===== src/rtl/cache_pkg.sv =====
// rtl/cache_pkg.sv - shared state encoding for the cache controller FSM
//   Exports state_t (logic [3:0]) used by cache_controller and its benches.

package cache_pkg;

  typedef enum logic [3:0] {
    IDLE           = 4'd0,
    COMPARE        = 4'd1,
    WRITE_BACK     = 4'd2,
    WRITE_ALLOCATE = 4'd3,
    REFILL_DONE    = 4'd4
  } state_t;

endpackage


===== src/rtl/cache_controller.sv =====
// rtl/cache_controller.sv - write-back/write-allocate cache request sequencer
//   Inputs : clk, rst (async, active-high), req_valid, req_type (0 rd / 1 wr),
//            hit, dirty_bit, ready_mem
//   Outputs: read_en_mem, write_en_mem, write_en, read_en_cache,
//            write_en_cache (combinational strobes),
//            refill, done_cache (registered one-cycle pulses)

module cache_controller
  import cache_pkg::*;
(
  input  logic clk,
  input  logic rst,
  input  logic req_valid,
  input  logic req_type,
  input  logic hit,
  input  logic dirty_bit,
  input  logic ready_mem,
  output logic read_en_mem,
  output logic write_en_mem,
  output logic write_en,
  output logic read_en_cache,
  output logic write_en_cache,
  output logic refill,
  output logic done_cache
);

  state_t current_state;
  state_t w_next_state;
  logic   w_set_refill;
  logic   w_set_done;

  always_ff @(posedge clk or posedge rst) begin
    if (rst) begin
      current_state <= IDLE;
    end else begin
      current_state <= w_next_state;
    end
  end

  always_comb begin
    w_next_state   = current_state;
    read_en_mem    = 1'b0;
    write_en_mem   = 1'b0;
    write_en       = 1'b0;
    read_en_cache  = 1'b0;
    write_en_cache = 1'b0;
    w_set_refill   = 1'b0;
    w_set_done     = 1'b0;
    case (current_state)
      IDLE: begin
        if (req_valid) w_next_state = COMPARE;
      end
      COMPARE: begin
        if (hit) begin
          write_en      = req_type;
          read_en_cache = ~req_type;
          w_set_done    = 1'b1;
          w_next_state  = IDLE;
        end else if (dirty_bit) begin
          write_en_mem = 1'b1;
          w_next_state = WRITE_BACK;
        end else begin
          read_en_mem  = 1'b1;
          w_next_state = WRITE_ALLOCATE;
        end
      end
      WRITE_BACK: begin
        write_en_mem = 1'b1;
        if (ready_mem) w_next_state = WRITE_ALLOCATE;
      end
      WRITE_ALLOCATE: begin
        // Keep the read request up through the cycle memory reports completion.
        read_en_mem = 1'b1;
        if (ready_mem) w_next_state = REFILL_DONE;
      end
      REFILL_DONE: begin
        // Line is now resident; re-run the lookup, which is expected to hit.
        write_en_cache = 1'b1;
        w_set_refill   = 1'b1;
        w_next_state   = COMPARE;
      end
      default: begin
        w_next_state = IDLE;
      end
    endcase
  end

  // Pulses are rewritten every cycle, so they last exactly one cycle.
  always_ff @(posedge clk or posedge rst) begin
    if (rst) begin
      refill     <= 1'b0;
      done_cache <= 1'b0;
    end else begin
      refill     <= w_set_refill;
      done_cache <= w_set_done;
    end
  end

endmodule


===== config.mk =====
export PLATFORM = sky130hd
export DESIGN_NAME = cache_controller
export DESIGN_NICKNAME = d
export VERILOG_FILES = /design/src/rtl/cache_pkg.sv /design/src/rtl/cache_controller.sv
export SDC_FILE = /design/constraint.sdc
export NUM_CORES = 1
export LEC_CHECK = 0
export CAP_MARGIN = 20
export CORE_AREA = 2 2 39 41
export CTS_BUF_LIST = sky130_fd_sc_hd__clkbuf_8
export DETAILED_ROUTE_END_ITERATION = 10
export DIE_AREA = 0 0 41 43
export GPL_TIMING_DRIVEN = 0
export PLACE_DENSITY_LB_ADDON = 0.3
export RECOVER_POWER = 100
export SLEW_MARGIN = 20
export SYNTH_ARGS = -nofsm -noshare
export SYNTH_HDL_FRONTEND = slang
export SYNTH_SLANG_ARGS = --single-unit

===== constraint.sdc =====
create_clock -name clk -period 1.35 [get_ports clk]
set_clock_uncertainty 0.15 [all_clocks]
set_input_delay 0.27 -clock clk [delete_from_list [all_inputs] [get_ports clk]]
set_output_delay 0.27 -clock clk [all_outputs]
set_load 0.005 [all_outputs]

Word-level counts from Yosys, hierarchy flattened
Cells that the tools add are included.
- equality and inequality tests: 7
- multiplexer cells: 19
- bitwise operators: 1
- reductions and logical operators: 2
- operators by type and width (kind ; number):
    one-hot mux 4 bit (5 select lines) ; 1
    2-to-1 mux 1 bit ; 12
    2-to-1 mux 4 bit ; 3
    == test 4 x 2 -> 1 bit (second input constant) ; 2
    inequality test 2 bit (second input constant) ; 3
    == test 4 x 1 -> 1 bit (second input constant) ; 1
    == test 4 x 3 -> 1 bit (second input constant) ; 1
    zero test 4 bit ; 1
    one-hot mux 1 bit (2 select lines) ; 2
    AND reduction 3 bit ; 1
    2-to-1 mux 2 bit ; 1
    NOT 1 bit ; 1
- register bits: 6
- output and inout bits: 7
- word-level logic and storage cells: 32

Depth between registers and ports, before layout
Gate-level depths: netlist of run 1.
- depth after elaboration: 3
- mapped depth: 3

Least setup slack after synthesis of run 1
Ideal clock, no wire load.
- path type: register -> output
- start point: register current_state[0]
- end point: output port write_en
- arrival: 0.906 ns
- required time: 0.930 ns
- path slack: 0.024 ns
- stages on the path, launching flop included: 4
- cell sequence: dfrtp_1 -> nor2b_4 -> and3b_4 -> and2_1
- cells in the longest elaborated chain, start to end: 2
- ends and longest elaborated chain (what ; line ; RTL):
    start, declared ; cache_controller.sv:27 ; state_t current_state;
    start signal, assigned ; cache_controller.sv:36 ; current_state <= w_next_state;
    == test 4 x 1 -> 1 bit ; cache_controller.sv:49 ; case (current_state)
    2-to-1 mux 1 bit ; cache_controller.sv:49 ;
    end, declared ; cache_controller.sv:20 ; output logic write_en,
No other way between the ends.

Final worst setup path of run 1
- start point: register current_state[2]
- end point: output port write_en
Same word-level chain as after synthesis.

==> key figures, run 1 <==
Status
  – Outcome: finished, violations left
  – Failing checks: negative setup slack

Layout
  – Commonest non-fill, non-tap cells in the layout: buf_4 (8), clkdlybuf4s50_1 (4), buf_2 (4)
  – Multi-input logic area: roughly 150 um^2
  – FF/Latch Area: 129 um^2
  – Commonest non-fill, non-tap cell in the layout: buf_4
  – Utilization after layout: 38.6%
  – Design area: approximately 530 um^2
  – Share of cells above drive strength 1: 50.0%
  – P&R area growth vs syn: 91.5%
  – Antenna cells: 0
  – Final #Nets: 60
  – Fill cell count: 144

Clock tree
  – # H-tree levels: 1
  – CTS tree: built
  – Clock transition at path regs: 0.04 ns
  – Clk buf depth: 2
  – Worst skew pair latency: 0.22 ns
  – Clock sinks: 5
  – CTS root buffer: clkbuf_8
  – CTS buffer count: 3

Hold path
  – Hold Crit Class: in2async

Route
  – TritonRoute pass-1 iters: 4
  – Drt total wl: 705 um
  – DR vias/cell: 4.07
  – Wire per inst: 10.4 um
  – DRC violation count after routing: 0
  – Via count: 277
  – Routed Antenna Nets: 0
  – Initial DRC Count: 5

Timing
  – Final hold violation count: 0
  – Fmax: 617 MHz
  – Slew Limit Fails: 0
  – Slew headroom: 86.7%
  – Final Cycle Share: 120%
  – Minimum clock period: approximately 1.6 ns
  – RSZ-0062 raised after global routing: true
  – Worst hold slack: 0.235 ns
  – Endpoints failing setup: 5
  – Final setup margin: -0.270 ns
  – Least-Margin Pin Slew: 0.198 ns

Floorplanning
  – I/O pins: 14
  – Starting Density: between 20% and 30%
  – Core area: 1380 um^2
  – Row Count: 14
  – Die Width: 41 um
  – Die ar.: 1760 um^2
  – Die Height: roughly 43 um

Global route
  – Initial antenna violation count: 0
  – Largest net degree at the start of global routing: 6
  – Total GRT Usage: 9.77%
  – Vias in the first global route: 270
  – GR Overflow Total: 0
  – First-pass GRT wire length: 1110 um

Synth
  – Register area share after synthesis: 44.8%
  – Synth Cell Area: 279 um^2
  – Leading area contributor after synthesis: dfrtp_1
  – Syn_nets: 33
  – Synth cell types: 18
  – #FFs+latches synth: 5
  – Post-synthesis cell count: 26
  – Post-synth top area share: 44.8%
  – Yosys Warn Count: 0
  – Synth area leaders: dfrtp_1 (45%), and2b_1 (5.4%), nand3b_1 (5.4%)
  – Synthesized area per cell: 10.7 um^2

Worst setup path
  – R2r setup slk: 0.12 ns
  – CP arrival: 1.20 ns
  – Setup CP Type: reg2out
  – Crit path required time: 0.93 ns
  – Crit path max fanout: 4
  – CP startpoint: current_state[2]
  – Setup crit start kind: flip-flop
  – CP endpoint kind: primary output
  – R2R Path Start: current_state[0]

Power and ir drop
  – Leakage: 0.276 nW
  – Max IR drop VDD: 0.673 mV
  – Cell area power density: slightly below 2000 nW/um^2
  – Pwr Total: slightly above 0.001 W

Flow run
  – Number of max-cap violations: 0

Placed design
  – HPWL after DPL: just over 400 um
  – PortBufs: 13
  – Area post-placement: 429 um^2
  – Placer Congestion: 0.620
## sequential cells by signal, indices dropped and copies added (netlist names)
name and flops:
done_cache 1, refill 1, current_state 3
## cells by family after synthesis
| logic type | after synthesis | synth area share [%] |
|---|---|---|
| AOI/OAI and AO/OA | 5 | 12.6 |
| xor gates and xnor gates | 1 | 3.14 |
| buffers and inverters | 2 | 5.38 |
| DFF | 5 | 44.8 |
| and+or+nand+nor | 13 | 34.1 |
## cells in the mapped netlist, drive strengths merged
master,instances
dfrtp,5
nor2,3
and2b,2
nand3b,2
a21oi,1
a2bb2oi,1
a311oi,1
and2,1
and3,1
and3b,1
buf,1
inv,1
nand2b,1
nor2b,1
nor3b,1
o21a,1
o21ai,1
xor2,1
## where the power goes
part	internal, W	total (W)	switching, W
clock	0.000195	0.000264	0.0000694
combinational	0.000330	0.000515	0.000186
sequential	0.000207	0.000251	0.0000445
total	0.000731	0.00103	0.000300
## stage by stage
stage          cells  TNS [ns]  setup slack [ns]
6_report          68     -1.20            -0.270
4_1_cts           67     -1.28            -0.290
5_1_grt           68     -1.46            -0.322
3_5_place_dp      55     -3.02            -0.727
2_1_floorplan     26         0            0.0238
3_3_place_gp      55     -3.05            -0.749
## cell type report
class / count / area share, %
Clock buffer: 3 / 7.73
Clock inverter: 1 / 0.703
Inverter: 1 / 0.703
Multi-Input combinational cell: 19 / 27.4
Sequential cell: 5 / 24.1
Tap cell: 16 / 3.75
Timing Repair Buffer: 23 / 35.6
## critical path, cell delays in order, from the launching register on
cell and delay (ns):
dfrtp_2 0.42, nor2b_4 0.14, and3b_4 0.21, and2_4 0.14, buf_6 0.08
## what timing repair did
action | CTS | global route
hold buffers | 0 | 0
endpoints found under the setup margin | 7 | 5
setup buffers | 8 | 2
pin swaps | 3 | 2
gates cloned | 0 | 0
endpoints found under the hold margin | 0 | 0
gates resized for setup | 27 | 4
## path summary, 6_finish.rpt
path | cells past startpoint | end
setup / recovery | 4 | write_en
hold / removal | 2 | refill
setup reg to reg | 5 | current_state[0]
hold reg to reg | 1 | current_state[1]
max in group asynchronous | 2 | current_state[0]
min in group clk | 1 | current_state[1]
## metal layers
metal | routed length, um | vias to the layer above | track usage (%) | share of wire, %
li1 | - | 142 | - | -
met1 | 325 | 124 | 12.3 | 46
met2 | 324 | 11 | 13.8 | 46
met3 | 55 | 0 | 3.14 | 7.8
met4 | 0 | 0 | 6.00 | 0
met5 | 0 | - | 0 | 0
No activity file was read; power rests on OpenSTA's default activity.
==> run 2, diff against run 1 <==
--- a/config.mk
+++ b/config.mk
@@ -8,6 +8,7 @@
 export CAP_MARGIN = 20
 export CORE_AREA = 2 2 39 41
 export CTS_BUF_LIST = sky130_fd_sc_hd__clkbuf_8
+export CTS_CLUSTER_SIZE = 20
 export DETAILED_ROUTE_END_ITERATION = 10
 export DIE_AREA = 0 0 41 43
 export GPL_TIMING_DRIVEN = 0
==> results of run 2 <==
The final DEF is identical to that of run 1; final timing and power are the same.
